==> config.mk <==
export PLATFORM = sky130hd
export DESIGN_NAME = enc8b10b_tx_ctrl
export DESIGN_NICKNAME = d
export VERILOG_FILES = /design/src/rtl/enc8b10b_pkg.sv /design/src/rtl/enc8b10b_rr_arb.sv /design/src/rtl/enc8b10b_tx_ctrl.sv
export SDC_FILE = /design/constraint.sdc
export NUM_CORES = 1
export LEC_CHECK = 0
export CORE_ASPECT_RATIO = 1.25
export CORE_MARGIN = 2
export CORE_UTILIZATION = 42
export DETAILED_ROUTE_END_ITERATION = 10
export HOLD_SLACK_MARGIN = 0.08
export PLACE_DENSITY = 0.85
export SLEW_MARGIN = 15
export SYNTH_ARGS = -nofsm -noshare
export SYNTH_HDL_FRONTEND = slang
export SYNTH_SLANG_ARGS = --single-unit
==> constraint.sdc <==
create_clock -name clk_i -period 1.9 [get_ports clk_i]
set_clock_uncertainty 0.1 [all_clocks]
set_input_delay 0.38 -clock clk_i [delete_from_list [all_inputs] [get_ports clk_i]]
set_output_delay 0.38 -clock clk_i [all_outputs]
set_load 0.05 [all_outputs]
==> src/rtl/enc8b10b_pkg.sv <==
// Shared constants for the 8b/10b transmit path: K-character codes and controller states.
package enc8b10b_pkg;

    localparam logic [7:0] K28_5 = 8'hBC;  // comma / idle / fill
    localparam logic [7:0] K27_7 = 8'hFB;  // start of frame
    localparam logic [7:0] K29_7 = 8'hFD;  // end of frame
    localparam logic [7:0] K30_7 = 8'hFE;  // frame abort

    typedef enum logic [2:0] {
        ST_DISABLED,
        ST_ALIGN,
        ST_IDLE,
        ST_DATA,
        ST_EOF,
        ST_ABORT
    } tx_state_t;

endpackage

==> src/rtl/enc8b10b_rr_arb.sv <==
// Two-requester round-robin arbiter; pointer moves past the served source on each update strobe.
module enc8b10b_rr_arb (
    input  logic       clk_i,
    input  logic       rst_i,
    input  logic [1:0] valid_i,
    input  logic       upd_i,
    input  logic       served_i,
    output logic       grant_o
);

    logic ptr_q;

    always_ff @(posedge clk_i) begin
        if (rst_i) begin
            ptr_q <= 1'b0;
        end else if (upd_i) begin
            ptr_q <= ~served_i;
        end
    end

    always_comb begin
        grant_o = ptr_q;
        case (valid_i)
            2'b01:   grant_o = 1'b0;
            2'b10:   grant_o = 1'b1;
            default: grant_o = ptr_q;
        endcase
    end

endmodule

==> src/rtl/enc8b10b_tx_ctrl.sv <==
// 8b/10b transmit controller: comma alignment after link enable, then framed packets
// from two round-robin requesters with K-character SOF/EOF/fill/abort symbols.
module enc8b10b_tx_ctrl
    import enc8b10b_pkg::*;
#(
    parameter int unsigned ALIGN_LEN = 16
) (
    input  logic       clk_i,
    input  logic       rst_i,
    input  logic       link_en_i,
    input  logic [7:0] s0_data_i,
    input  logic       s0_valid_i,
    input  logic       s0_last_i,
    output logic       s0_ready_o,
    input  logic [7:0] s1_data_i,
    input  logic       s1_valid_i,
    input  logic       s1_last_i,
    output logic       s1_ready_o,
    output logic [7:0] enc_data_o,
    output logic       enc_k_o,
    output logic       enc_valid_o,
    output logic       enc_enable_o,
    output logic       aligned_o,
    output logic       busy_o
);

    localparam int unsigned CNT_W = $clog2(ALIGN_LEN + 2);

    tx_state_t        state;
    logic [CNT_W-1:0] align_cnt;
    logic             gnt_q;
    logic             arb_grant;
    logic             arb_upd;
    logic             data_ok;
    logic [7:0]       sel_data;
    logic             sel_valid;
    logic             sel_last;

    always_comb begin
        data_ok    = (state == ST_DATA) && link_en_i;
        s0_ready_o = data_ok && !gnt_q;
        s1_ready_o = data_ok && gnt_q;
        sel_data   = gnt_q ? s1_data_i  : s0_data_i;
        sel_valid  = gnt_q ? s1_valid_i : s0_valid_i;
        sel_last   = gnt_q ? s1_last_i  : s0_last_i;
        arb_upd    = ((state == ST_DATA) && !link_en_i) || (state == ST_EOF);
    end

    enc8b10b_rr_arb u_arb (
        .clk_i    (clk_i),
        .rst_i    (rst_i),
        .valid_i  ({s1_valid_i, s0_valid_i}),
        .upd_i    (arb_upd),
        .served_i (gnt_q),
        .grant_o  (arb_grant)
    );

    // Symbol registers default to "link off" each cycle; states override with their symbol.
    always_ff @(posedge clk_i) begin
        if (rst_i) begin
            state        <= ST_DISABLED;
            align_cnt    <= '0;
            gnt_q        <= 1'b0;
            enc_data_o   <= '0;
            enc_k_o      <= 1'b0;
            enc_valid_o  <= 1'b0;
            enc_enable_o <= 1'b0;
            aligned_o    <= 1'b0;
            busy_o       <= 1'b0;
        end else begin
            enc_data_o   <= '0;
            enc_k_o      <= 1'b0;
            enc_valid_o  <= 1'b0;
            enc_enable_o <= 1'b0;
            case (state)
                ST_DISABLED: begin
                    aligned_o <= 1'b0;
                    busy_o    <= 1'b0;
                    align_cnt <= '0;
                    if (link_en_i) begin
                        enc_data_o   <= K28_5;
                        enc_k_o      <= 1'b1;
                        enc_valid_o  <= 1'b1;
                        enc_enable_o <= 1'b1;
                        if (ALIGN_LEN == 0) begin
                            state     <= ST_IDLE;
                            aligned_o <= 1'b1;
                        end else begin
                            state     <= ST_ALIGN;
                            align_cnt <= CNT_W'(ALIGN_LEN);
                        end
                    end
                end
                ST_ALIGN: begin
                    if (!link_en_i) begin
                        state     <= ST_DISABLED;
                        align_cnt <= '0;
                    end else begin
                        enc_data_o   <= K28_5;
                        enc_k_o      <= 1'b1;
                        enc_valid_o  <= 1'b1;
                        enc_enable_o <= 1'b1;
                        if (align_cnt == CNT_W'(1)) begin
                            state     <= ST_IDLE;
                            aligned_o <= 1'b1;
                            align_cnt <= '0;
                        end else begin
                            align_cnt <= align_cnt - CNT_W'(1);
                        end
                    end
                end
                ST_IDLE: begin
                    if (!link_en_i) begin
                        state     <= ST_DISABLED;
                        aligned_o <= 1'b0;
                    end else begin
                        enc_k_o      <= 1'b1;
                        enc_valid_o  <= 1'b1;
                        enc_enable_o <= 1'b1;
                        if (s0_valid_i || s1_valid_i) begin
                            enc_data_o <= K27_7;
                            busy_o     <= 1'b1;
                            gnt_q      <= arb_grant;
                            state      <= ST_DATA;
                        end else begin
                            enc_data_o <= K28_5;
                        end
                    end
                end
                ST_DATA: begin
                    enc_valid_o  <= 1'b1;
                    enc_enable_o <= 1'b1;
                    if (!link_en_i) begin
                        enc_data_o <= K30_7;
                        enc_k_o    <= 1'b1;
                        busy_o     <= 1'b0;
                        state      <= ST_ABORT;
                    end else if (sel_valid) begin
                        enc_data_o <= sel_data;
                        if (sel_last) begin
                            state <= ST_EOF;
                        end
                    end else begin
                        enc_data_o <= K28_5;
                        enc_k_o    <= 1'b1;
                    end
                end
                ST_EOF: begin
                    // EOF is always sent; a concurrent link drop takes effect after it.
                    enc_data_o   <= K29_7;
                    enc_k_o      <= 1'b1;
                    enc_valid_o  <= 1'b1;
                    enc_enable_o <= 1'b1;
                    busy_o       <= 1'b0;
                    if (link_en_i) begin
                        state <= ST_IDLE;
                    end else begin
                        state     <= ST_DISABLED;
                        aligned_o <= 1'b0;
                    end
                end
                ST_ABORT: begin
                    state     <= ST_DISABLED;
                    aligned_o <= 1'b0;
                    busy_o    <= 1'b0;
                end
                default: begin
                    state     <= ST_DISABLED;
                    aligned_o <= 1'b0;
                    busy_o    <= 1'b0;
                    align_cnt <= '0;
                end
            endcase
        end
    end

endmodule

# --- After elaboration in Yosys (flattened, before gate mapping) ---
# Cells that the tools add are included.
classes:
  n_addsub: 1
  eq_ne: 19
  n_mux: 36
  bitwise: 3
  reduce_logical: 18
op_table:
  columns: ["op", "count"]
  rows:
  - ["2-to-1 mux 8 bit", 5]
  - ["case mux 8 bit (4 select lines)", 1]
  - ["2-to-1 mux 3 bit", 8]
  - ["2-to-1 mux 5 bit", 3]
  - ["case mux 3 bit (5 select lines)", 1]
  - ["case mux 5 bit (3 select lines)", 1]
  - ["!= test 2 bit (second input constant)", 7]
  - ["!= test 3 bit (second input constant)", 4]
  - ["2-to-1 mux 1 bit", 10]
  - ["case mux 1 bit (3 select lines)", 3]
  - ["AND reduction 4 bit", 2]
  - ["2-to-1 mux 7 bit", 1]
  - ["equality test 3 x 2 -> 1 bit (second input constant)", 2]
  - ["equality test 3 bit (second input constant)", 2]
  - ["OR reduction 2 bit", 3]
  - ["equality test 5 x 1 -> 1 bit (second input constant)", 1]
  - ["AND reduction 5 bit", 1]
  - ["subtractor 5 x 1 -> 5 bit (second input constant)", 1]
  - ["logical AND 1 bit", 4]
  - ["case mux 1 bit (2 select lines)", 2]
  - ["OR reduction 4 bit", 1]
  - ["equality test 3 x 1 -> 1 bit (second input constant)", 1]
  - ["logical NOT 3 bit", 1]
  - ["NOT 1 bit", 3]
  - ["7 further kinds", 9]
totals:
  ff_bits: 22
  input_bits: 23
  output_inout_bits: 15
  word_cells: 86

# --- Logic depth before layout (Yosys ltp) ---
depth:
  ltp_word: 5
  ltp_mapped: 7
  mapped_depth_nobuf: 6

# --- By module ---
# From an unflattened synthesis, not the netlist that was laid out.
hier_totals:
  hier_cells: 138
  area_unflattened_um2: 1207.4
modules_own_cells:
  columns: ["mod", "instances", "cells_per_inst", "area_per_inst_um2", "seq_area_each_um2"]
  rows:
  - ["enc8b10b_tx_ctrl", 1, 132, 1144.8, 420.4]
  - ["enc8b10b_rr_arb", 1, 6, 62.6, 20.0]

# --- Least setup slack after synthesis ---
# Ideal clock, no wire load.
synth_timing:
  kind: "reg-to-output"
  start: "reg state[1]"
  end: "out s0_ready_o"
  arrival_time_ns: 1.734
  slack_ns: -0.314
  stages_incl_launch_ff: 4
  path_cell_list: "dfxtp_1 clkbuf_1 nand2b_1 nor3_1"
synth_via:
  elab_chain_len: 3
synth_lines:
  columns: ["element", "line", "source"]
  rows:
  - ["start: declaration", "enc8b10b_tx_ctrl.sv:29", "tx_state_t state;"]
  - ["start signal: assignment", "enc8b10b_tx_ctrl.sv:61", "state <= ST_DISABLED;"]
  - ["start signal: assignment", "enc8b10b_tx_ctrl.sv:86", "state <= ST_IDLE;"]
  - ["start signal: assignment", "enc8b10b_tx_ctrl.sv:89", "state <= ST_ALIGN;"]
  - ["equality test 3 x 2 -> 1 bit", "enc8b10b_tx_ctrl.sv:40", "data_ok = (state == ST_DATA) && link_en_i;"]
  - ["logical AND 1 bit", "enc8b10b_tx_ctrl.sv:40", null]
  - ["logical AND 1 bit", "enc8b10b_tx_ctrl.sv:41", "s0_ready_o = data_ok && !gnt_q;"]
  - ["end: declaration", "enc8b10b_tx_ctrl.sv:14", "output logic s0_ready_o,"]
# Every way passes these cells.

# --- Worst setup path after layout ---
layout_timing:
  start: "reg align_cnt[1]"
  end: "reg state[1]"
layout_via:
  elab_chain_len: 3
layout_lines:
  columns: ["element", "line", "source"]
  rows:
  - ["start: declaration", "enc8b10b_tx_ctrl.sv:30", "logic [CNT_W-1:0] align_cnt;"]
  - ["start signal: assignment", "enc8b10b_tx_ctrl.sv:90", "align_cnt <= CNT_W'(ALIGN_LEN);"]
  - ["start signal: assignment", "enc8b10b_tx_ctrl.sv:108", "align_cnt <= align_cnt - CNT_W'(1);"]
  - ["equality test 5 x 1 -> 1 bit", "enc8b10b_tx_ctrl.sv:103", "if (align_cnt == CNT_W'(1)) begin"]
  - ["!= test 3 bit (no source line)", null, null]
  - ["AND reduction 5 bit (no source line)", null, null]
  - ["end signal: assignment", "enc8b10b_tx_ctrl.sv:96", "state <= ST_DISABLED;"]
  - ["end signal: assignment", "enc8b10b_tx_ctrl.sv:104", "state <= ST_IDLE;"]
  - ["end signal: assignment", "enc8b10b_tx_ctrl.sv:114", "state <= ST_DISABLED;"]
# Every way passes these cells.
# A chain may end at the register's enable or synchronous reset.

==> impl_metrics.tcl <==
set metrics [dict create \
    intPower_w 0.0007171 \
    clk_path_buf_depth 2 \
    cts_buffers 3 \
    via_count 1406 \
    clk_pin_slew_ns 0.13 \
    avgRoutedWirePerCell_um 14.96 \
    first_iter_violations 61 \
    synth_compound_gate_area_share_pct 24.64 \
    grt_pass1_wl_mm 6.161 \
    crit_buf_inv 1 \
    layout_setup_ws_ns -0.06388 \
    p_per_area_nw_per_um2 515.1 \
    fin_util_pct 65.80 \
    cp_top_family "simple AND/OR/NAND/NOR gates" \
    die_h_um 66.08 \
    p_sw_share_pct 28.17 \
    synth_cells 157 \
    finalHoldWorstSlack_ns 0.4516 \
    ant_nets 0 \
    end_kind "flop" \
    postCtsHoldBufs 0 \
    cp_data_required_time_ns 2.04 \
    tns_ns -0.06388 \
    grt_pass1_vias 1433 \
    ir_drop_mv 0.3893 \
    drc 0 \
    clock_latency_ns 0.32 \
    clockRootBuffer "clkbuf_4" \
    cp_max_fo 2 \
    cts_tree "built" \
    cts.sinks 22 \
    mostFrequentLayoutCell "buf_4" \
    wirelength_mm 3.724 \
    worst_slew_pin_slew_ns 0.4455 \
    die-width_um 53.67 \
    drv_slew 0 \
    ios 38 \
    grt.total_usage_pct 23.27 \
    die-area_sq_um 3546 \
    detailed_place_hpwl_mm 2.851 \
    synth_simple_gate_area_share_pct 22.42 \
    synth.area.mux_share_pct 6.957 \
    status "finished with violations" \
    core_area_sq_um 2945 \
    gp_congestion 0.9188 \
    cap_violations 0 \
    hold_path_class "reg -> reg" \
    yosys.area_share.xor_xnor_pct 1.353 \
    reg2regPathDepth 5 \
    synth.ff_latch_count 22 \
    finalPower_w 0.0009983 \
    vias_per_cell 5.647 \
    fp-row-count 22 \
    antenna_found_initial 0 \
    crit_top_cell "or4b_4" \
    htree_num_levels 1 \
    violations "negative setup slack" \
    max_freq_ghz 0.5092 \
    cp-start-kind "flop" \
    hold_depth 2 \
    seq_area_frac_synth_pct 34.01 \
    dr.pass1.iters 4 \
    cp.arrival_ns 2.10 \
    crit_slowest_cell "or4b_4" \
    syn-cell-area_sq_um 1295 \
    insertedDiodeCount 0 \
    syn_nets 184 \
    critical-path-max-stage-delay_ns 0.53 \
    synth_top_family_by_area "compound AO/OA/AOI/OAI gates" \
    combPwrFrac_pct 23.9 \
    synth-warning-count 0 \
    mostFrequentLayoutCells "40 x buf_4, 21 x clkdlybuf4s50_1, 17 x dfxtp_1" \
    sequentialPowerShare_pct 49.2 \
    syn_area_per_cell_sq_um 8.248 \
    slew-limit-headroom_pct 70.24 \
    grt_max_degree 18 \
    synthAdderAreaFrac_pct 3.865 \
    initial_core_util_pct 43.97 \
    synthToLayoutAreaGrowth_pct 49.66 \
    layout.nets 241 \
    holdCritStartpoint "align_cnt[3]$_SDFFE_PP0N_" \
    crit_type "reg -> reg" \
    path_cells "inv_2 -> ha_4 -> or4b_4 -> or4b_4 -> a311oi_2" \
    grt-ovfl-total 0 \
    power.leakage_nw 0.8221 \
    p_sw_w 0.0002813 \
    min_period_ns 1.964 \
    ys_types 47 \
    final-setup-viol-count 1 \
    hold_viol 0 \
    rsz0062_at_grt "yes" \
    p_clk_share_pct 26.9 \
    post-route-period-util_pct 103.4 \
    io_buffers 37 \
    timing.rr.start "align_cnt[1]$_SDFFE_PP0N_" \
    critPathLaunch "align_cnt[1]$_SDFFE_PP0N_" \
    worst-path-stages 5 \
    drive_gt1_share_pct 29.11 \
]
[cell usage after synthesis, drive strengths merged]
library cell  number  share of area [%]
a22oi              1               0.58
and3               1               0.48
o21ai             10                3.9
xnor2              1               0.68
nand2b             2               0.97
a21o               4                2.3
o22ai              4                1.9
nand2             10                2.9
or3                3                1.4
o32a               2                1.5
or2                1               0.48
nor3b              4                2.3
xor2               1               0.68
nand3b             2                1.2
nand4              1               0.48
clkbuf             6                1.7
a2111o             1               0.87
a31oi              3                1.4
o21a               3                1.7
inv               10                2.9
a21oi              5                1.9
a211o              1               0.68
a221oi             2                1.4
nand3              4                1.5
nor2b              6                2.9
a211oi             1               0.58
or3b               1               0.68
o31ai              1               0.58
or4b               2                1.8
buf                6                2.1
nor4               1               0.48
nor3               5                1.9
a221o              1               0.77
a311oi             2                1.4
nor2               8                2.3
o22a               1               0.68
and2               1               0.48
dfxtp             22                 34
mux2i              9                7.0
ha                 4                3.9
a21boi             2                1.2
o21bai             1               0.58
a2bb2oi            1               0.68
[power groups by stage]
stage	combinational [W]	sequential [W]	clock, W
global route	0.000255	0.000494	0.000284
global placement	0.000221	0.000498	0
CTS	0.000233	0.000491	0.000270
detailed placement	0.000228	0.000500	0
floorplan	0.0000905	0.000526	0
finish	0.000238	0.000491	0.000269
[state kept, by name, summed over array words and instances (netlist names)]
| signal | count |
|---|---|
| enc_enable_o | 1 |
| aligned_o | 1 |
| align_cnt | 5 |
| enc_k_o | 1 |
| gnt_q | 1 |
| enc_data_o | 8 |
| state | 3 |
| u_arb.ptr_q | 1 |
| busy_o | 1 |
[kinds of logic after synthesis]
group,Yosys count
AO/OA/AOI/OAI,46
XOR/XNOR,2
adder cells (fa/ha/maj),4
buffers and inverters,22
flip-flops,22
multiplexers,9
AND/OR/NAND/NOR,52
[worst paths after layout]
kind                            slack, ns                         to
worst max-delay path                -0.06      state[1]$_SDFFE_PP0P_
worst min-delay path                 0.45  align_cnt[3]$_SDFFE_PP0N_
worst max register to register      -0.06      state[1]$_SDFFE_PP0P_
worst min register to register       0.45  align_cnt[3]$_SDFFE_PP0N_
[worst register-to-register path: stages, from the launching register on]
cell      delay, ns
dfxtp_2        0.35
inv_2          0.07
ha_4           0.12
or4b_4         0.46
or4b_4         0.53
a311oi_2       0.27
[stage by stage]
step / setup WS [ns] / area (sq um) / instances
6_report: -0.06388 / 1938 / 249
5_1_grt: -0.09346 / 1938 / 249
4_1_cts: -0.07951 / 1896 / 248
3_5_place_dp: -0.2531 / 1828 / 242
3_3_place_gp: -0.1291 / 1828 / 242
2_1_floorplan: -0.3142 / 1295 / 157
[layer usage]
metal  vias to the layer above  share of wire [%]  wire (um)  GRT usage (%)
li1                        684                  -          -              -
met1                       659                 38       1415          25.45
met2                        49                 54       2008          43.60
met3                        14                4.8        180          2.715
met4                         0                3.2        119          8.654
met5                         -                  0          0              0
[timing repair]
| action | in CTS | in global routing |
|---|---|---|
| buffers inserted | 2 | 1 |
| endpoints found under the setup margin | 3 | 4 |
| pin swaps | 2 | 2 |
| resized for setup | 6 | 10 |
[layout make-up]
| class | instances | area (sq um) |
|---|---|---|
| sequential | 22 | 446.7 |
| tap | 36 | 45.04 |
| multi-input combinational | 113 | 809.5 |
| timing repair buffer | 64 | 563.0 |
| fill | 218 | 1007 |
| inverter | 10 | 37.54 |
| clock buffer | 4 | 36.28 |
(Power assumes the default switching activity.)
